`src/rtl/axi_rw_arbiter.sv`:
```
// Round-robin arbiter between an instruction-fetch master (read-only) and a load/store master,
// presenting one registered request at a time to the AXI read/write bridge.
module axi_rw_arbiter #(
  parameter int unsigned RW_DATA_WIDTH = 64,
  parameter int unsigned RW_ADDR_WIDTH = 32
) (
  input  logic                     clock,
  input  logic                     reset,
  input  logic                     if_valid_i,
  output logic                     if_ready_o,
  input  logic [RW_ADDR_WIDTH-1:0] if_addr_i,
  output logic [RW_DATA_WIDTH-1:0] if_data_o,
  input  logic                     mem_valid_i,
  output logic                     mem_ready_o,
  input  logic                     mem_we_i,
  input  logic [RW_ADDR_WIDTH-1:0] mem_addr_i,
  input  logic [RW_DATA_WIDTH-1:0] mem_wdata_i,
  input  logic [7:0]               mem_strb_i,
  output logic [RW_DATA_WIDTH-1:0] mem_data_o,
  output logic                     rw_valid_o,
  input  logic                     rw_ready_i,
  output logic                     rw_we_o,
  output logic [RW_ADDR_WIDTH-1:0] rw_addr_o,
  output logic [RW_DATA_WIDTH-1:0] rw_w_data_o,
  output logic [7:0]               rw_size_o,
  input  logic [RW_DATA_WIDTH-1:0] rw_data_i
);

  typedef enum logic [1:0] {StIdle, StGntIf, StGntMem, StResp} state_e;

  state_e                   state_q, state_d;
  logic                     last_mem_q, last_mem_d;
  logic                     resp_mem_q, resp_mem_d;
  logic                     we_q, we_d;
  logic [RW_ADDR_WIDTH-1:0] addr_q, addr_d;
  logic [RW_DATA_WIDTH-1:0] wdata_q, wdata_d;
  logic [7:0]               size_q, size_d;
  logic [RW_DATA_WIDTH-1:0] if_data_q, if_data_d;
  logic [RW_DATA_WIDTH-1:0] mem_data_q, mem_data_d;

  always_comb begin
    state_d    = state_q;
    last_mem_d = last_mem_q;
    resp_mem_d = resp_mem_q;
    we_d       = we_q;
    addr_d     = addr_q;
    wdata_d    = wdata_q;
    size_d     = size_q;
    if_data_d  = if_data_q;
    mem_data_d = mem_data_q;
    unique case (state_q)
      StIdle: begin
        // On a tie, IF wins only if MEM was granted last.
        if (if_valid_i && (!mem_valid_i || last_mem_q)) begin
          state_d    = StGntIf;
          last_mem_d = 1'b0;
          we_d       = 1'b0;
          addr_d     = if_addr_i;
          wdata_d    = '0;
          size_d     = 8'hFF;
        end else if (mem_valid_i) begin
          state_d    = StGntMem;
          last_mem_d = 1'b1;
          we_d       = mem_we_i;
          addr_d     = mem_addr_i;
          wdata_d    = mem_wdata_i;
          size_d     = mem_strb_i;
        end
      end
      StGntIf: begin
        if (rw_ready_i) begin
          if_data_d  = rw_data_i;
          resp_mem_d = 1'b0;
          state_d    = StResp;
        end
      end
      StGntMem: begin
        if (rw_ready_i) begin
          mem_data_d = rw_data_i;
          resp_mem_d = 1'b1;
          state_d    = StResp;
        end
      end
      StResp: state_d = StIdle;
    endcase
  end

  always_ff @(posedge clock or negedge reset) begin
    if (!reset) begin
      state_q    <= StIdle;
      last_mem_q <= 1'b0;
      resp_mem_q <= 1'b0;
      we_q       <= 1'b0;
      addr_q     <= '0;
      wdata_q    <= '0;
      size_q     <= '0;
      if_data_q  <= '0;
      mem_data_q <= '0;
    end else begin
      state_q    <= state_d;
      last_mem_q <= last_mem_d;
      resp_mem_q <= resp_mem_d;
      we_q       <= we_d;
      addr_q     <= addr_d;
      wdata_q    <= wdata_d;
      size_q     <= size_d;
      if_data_q  <= if_data_d;
      mem_data_q <= mem_data_d;
    end
  end

  always_comb begin
    rw_valid_o  = (state_q == StGntIf) || (state_q == StGntMem);
    if_ready_o  = (state_q == StResp) && !resp_mem_q;
    mem_ready_o = (state_q == StResp) && resp_mem_q;
    rw_we_o     = we_q;
    rw_addr_o   = addr_q;
    rw_w_data_o = wdata_q;
    rw_size_o   = size_q;
    if_data_o   = if_data_q;
    mem_data_o  = mem_data_q;
  end

endmodule

```
`config.mk`:
```
export PLATFORM = sky130hd
export DESIGN_NAME = axi_rw_arbiter
export DESIGN_NICKNAME = d
export VERILOG_FILES = /design/src/rtl/axi_rw_arbiter.sv
export SDC_FILE = /design/constraint.sdc
export NUM_CORES = 1
export LEC_CHECK = 0
export CAP_MARGIN = 5
export CORE_AREA = 4 4 169 171
export CTS_CLUSTER_SIZE = 30
export DETAILED_ROUTE_END_ITERATION = 10
export DIE_AREA = 0 0 173 175
export GPL_TIMING_DRIVEN = 0
export HOLD_SLACK_MARGIN = 0.05
export PLACE_DENSITY = 0.7
export RECOVER_POWER = 25
export SLEW_MARGIN = 20
export SYNTH_ARGS = -nofsm -noshare
export SYNTH_HDL_FRONTEND = slang
export SYNTH_SLANG_ARGS = --single-unit
```
`constraint.sdc`:
```
create_clock -name clock -period 1.75 [get_ports clock]
set_input_delay 0.175 -clock clock [delete_from_list [all_inputs] [get_ports clock]]
set_output_delay 0.175 -clock clock [all_outputs]
set_load 0.01 [all_outputs]
```
Yosys cells after proc, flatten, opt, wreduce, memory -nomap -nowiden:

Index checks and enable logic that the tools add are counted.

* eq/ne operators: 7
* mux-type cells: 17
* reduce and logical (&&, ||, !) cells: 16

Operators by type and width (number)
* two-way mux 64 bit: 2
* two-way mux 32 bit: 2
* two-way mux 8 bit: 2
* AND reduction 2 bit: 4
* two-way mux 1 bit: 6
* two-way mux 2 bit: 3
* one-hot mux 2 bit (3 select lines): 1
* equality test 2 bit (second input constant): 2
* != test 2 bit (second input constant): 2
* nonzero test 2 bit: 2
* logical AND 1 bit: 3
* != test 3 bit (second input constant): 1
* AND reduction 3 bit: 1
* equality test 2 x 1 -> 1 bit (second input constant): 1
* zero test 1 bit: 2
* zero test 2 bit: 1
* logical OR 1 bit: 2
* != test 2 x 1 -> 1 bit (second input constant): 1
* one-hot mux 1 bit (2 select lines): 1
* OR reduction 2 bit: 1

* register bits after elaboration: 237
* input bits: 206
* output and inout bits: 236
* logic and storage cells: 49

Longest topological paths before layout:

* word-level depth: 5
* depth in mapped cells: 7
* depth with buffers taken out: 5

Worst setup path after synthesis:

OpenSTA, ideal clock, no wires.

* path kind: reg2reg
* start point: register state_q[0]
* end point: register state_q[0]
* setup time: 0.125 ns
* data arrival time: 1.460 ns
* data required time: 1.625 ns
* setup slack: 0.165 ns
* cell stages (with the launch flop): 6
* buffers on the path: 0
* period minus slack after synthesis: 1.585 ns
* cells stage by stage: dfrtp_1 > inv_1 > ha_1 > inv_1 > a2bb2oi_1 > mux2_2

* word-level cells in the longest chain between the ends: 4
* elaborated cells between the ends (all ways): 9
* classes of those cells: 5 x eq/ne; 1 x mux; 3 x reduce/logical

RTL lines
* start: declaration: line 31 `state_e state_q, state_d;`
* start signal: assignment: line 90 `state_q <= StIdle;`
* start signal: assignment: line 100 `state_q <= state_d;`
* equality test 2 x 1 -> 1 bit or equality test 2 bit (tied branches): line 51 `unique case (state_q)`
* OR reduction 2 bit (no line)
* != test 2 x 1 -> 1 bit (no line)
* AND reduction 2 bit (no line)

Several ways; a longest one is shown, not always the timed one.
A chain may end at the register's enable or synchronous reset.

Final worst setup path:

* start point: register state_q[0]
* end point: output mem_ready_o

* word-level cells in the longest chain between the ends: 2

RTL lines
* equality test 2 bit: line 115 `mem_ready_o = (state_q == StResp) && resp_mem_q;`
* logical AND 1 bit: line 115
* end: declaration: line 14 `output logic mem_ready_o,`

No other way between the ends.

==> flow_summary.toml <==
[run_status]
status = "complete, no violations"

[sta]
clock.fmax_mhz = 581
setup_tns_ns = 0
clock_skew_ns = 0.0175
rsz0062_at_grt = "true"
whs_ns = 0.165
finalMaxSlewViolations = 0
layout_setup_ws_ns = 0.0287
tightest_slew_ns = 0.872
max_slew_margin = 0.419
hold_viol_final = 0
layout_min_cycle_time_ns = 1.72
setup_viol = 0
fin_crit_sh = 0.984

[critical_path]
critPathArrivalTime_ns = 1.55
critPathMaxStageDelay_ns = 0.41
r2r_slack_ns = 0.08
critPathKind = "flip-flop to primary output"
reg2reg_from = "state_q[0]"
crit_fanout = 4
cp-start-kind = "flip-flop"
cp-end-kind = "primary output"
crit_path_start = "state_q[0]"
critPathRequiredTime_ns = 1.57
endpoint = "mem_ready_o"
r2r_cells = 6
cpMaxStageDelayCell = "dfrtp_1"
reg2reg_to = "mem_data_o[22]"
cp_cell_sequence = "ha_1 -> and2_1 -> clkdlybuf4s15_2"

[clock_tree]
cts_tree = "built"
cts_sinks = 237
cts_buffers = 26
cts_max_level = 1
clk_path_buf_depth = 3
clk_latency_ns = 0.52
cts_setup_buffers = 0
path_clk_slew_ns = 0.06
root_buffer = "clkbuf_16"

[floorplanning]
die_h_um = 175
rows = 60
die-area_mm2 = 0.0303
die_w_um = 173
core-area_mm2 = 0.0269
ios = 442
initial_utilization = 0.340

[global_routing]
grt.total_usage = 0.195
grt.overflow.total = 0
grt_max_degree = 96
grt_pass1_vias = 7890
antenna_found_initial = 1
grt_pass1_wl_mm = 47.0

[yosys]
synth_cell_types = 27
async_flop_share = 1.00
ys_top_cells_by_area = "dfrtp_1 65%, mux2_2 16%, a22o_1 6.2%"
synth_ff_type = "dfrtp_1"
synth_edf_count = 0
synth.avg_cell_area_um2 = 14.1
seq_area_frac_synth = 0.649
ys_warn_count = 0
yosysTopAreaCell = "dfrtp_1"
synth-seq-cells = 237
synth.net_count = 857
synthCells = 646
synthesis.area_mm2 = 0.00914
synth_top_area_frac = 0.649

[final_layout]
drive_gt1_frac = 0.188
final_common_cell = "clkdlybuf4s50_1"
fin_util = 0.555
finalInstanceArea_mm2 = 0.0149
nets = 1329
mostFrequentLayoutCells = "435 x clkdlybuf4s50_1, 237 x dfrtp_1, 129 x mux2_2"
syn2layout_area_growth_pct = 63.3
fin_cells = 1472
fillers = 2281

[drt]
dr_total_vias = 7310
wl_met2_mm = 15.4
drt_pass1_iterations = 4
dr.first_iter.drc_count = 287
met3_length_mm = 2.78
wirelength_mm = 30.6
top_layer = "met4"
routed_via_density = 4.97
wl_met1_mm = 11.3
drc = 0
avgRoutedWirePerCell_um = 20.8
antenna_left = 0

[placement]
dp_cells = 1430
gp_congestion = 0.818
hpwl_mm = 23.8
placed_cell_area_mm2 = 0.0140
dp_slack_ns = -0.268
port_buffers = 441

[pwr]
power_density_mw_per_mm2 = 1850
p_leak_nw = 6.27
peakVddDrop_uv = 974
total_power_mw = 27.6

[min_path]
hp-class = "input port to async pin"

[job]
max_cap_viol_count = 0
## power breakdown
group	total (mW)	internal [mW]	switching, mW
logic	12.8	7.54	5.27
registers	9.51	8.13	1.38
clock network	5.24	3.13	2.11
## worst min-delay path by stage
stage,start,to,slack [ns],depth (start not counted)
6_report,reset,mem_data_o[23],0.16,2
5_1_grt,reset,mem_data_o[41],0.19,2
4_1_cts,reset,if_data_o[16],0.16,2
3_5_place_dp,reset,if_data_o[41],0.13,1
3_3_place_gp,resp_mem_q,resp_mem_q,0.48,2
2_1_floorplan,reset,if_data_o[0],-0.12,0
## cell usage after synthesis (4+ instances only)
library cell  count
a21oi_1          32
a22o_1           65
a31oi_1          32
buf_2            24
buf_6             6
clkbuf_1         16
dfrtp_1         237
ha_1              5
inv_1             4
mux2_2          129
nand2_1           7
nor2_1           33
o21ai_0          29
o22a_1            8
## worst max-delay path, delay by kind of cell, from the launching register on
kind	cells	cell delay, ns
buf+inv	1	0.24
fa+ha+maj	1	0.23
simple gates	1	0.14
flops	1	0.41
## cell type report
type / count / area, µm² / share of cell area
Clock inverter: 3 / 42.5 / 0.00285
Multi-Input combinational cell: 355 / 2940 / 0.197
Sequential cell: 237 / 5930 / 0.398
Clock buffer: 37 / 763 / 0.0512
Antenna cell: 1 / 2.50 / 0.000168
Tap cell: 341 / 427 / 0.0286
Timing Repair Buffer: 444 / 4450 / 0.298
Buffer: 50 / 352 / 0.0236
Inverter: 4 / 15.0 / 0.00101
## what timing repair did
item,CTS,global route
endpoints found under the hold margin,97,0
setup endpoints to repair,124,74
resized for setup,35,12
hold buffers,1,0
## logic make-up (layout without fill, tap and decap cells)
family | Yosys count | in the layout | share of synthesized area
and+or+nand+nor | 44 | 44 | 0.0192
muxes | 130 | 130 | 0.160
DFF | 237 | 237 | 0.649
other | 0 | 1 | 0
buffers and inverters | 54 | 538 | 0.0308
adders and majority gates | 5 | 5 | 0.00685
AOI/OAI and AO/OA | 176 | 176 | 0.134
## flip-flops by register name, summed over array words and instances (netlist names)
name,count
rw_we_o,1
state_q,2
if_data_o,64
rw_addr_o,32
rw_size_o,8
last_mem_q,1
resp_mem_q,1
rw_w_data_o,64
mem_data_o,64
## metal layers
metal | global-route usage | vias up
met1 | 0.215 | 3596
met5 | 0 | -
met3 | 0.0677 | 62
met4 | 0.0629 | 0
met2 | 0.352 | 355
li1 | - | 3297
Power figures use the tool's default switching activity.
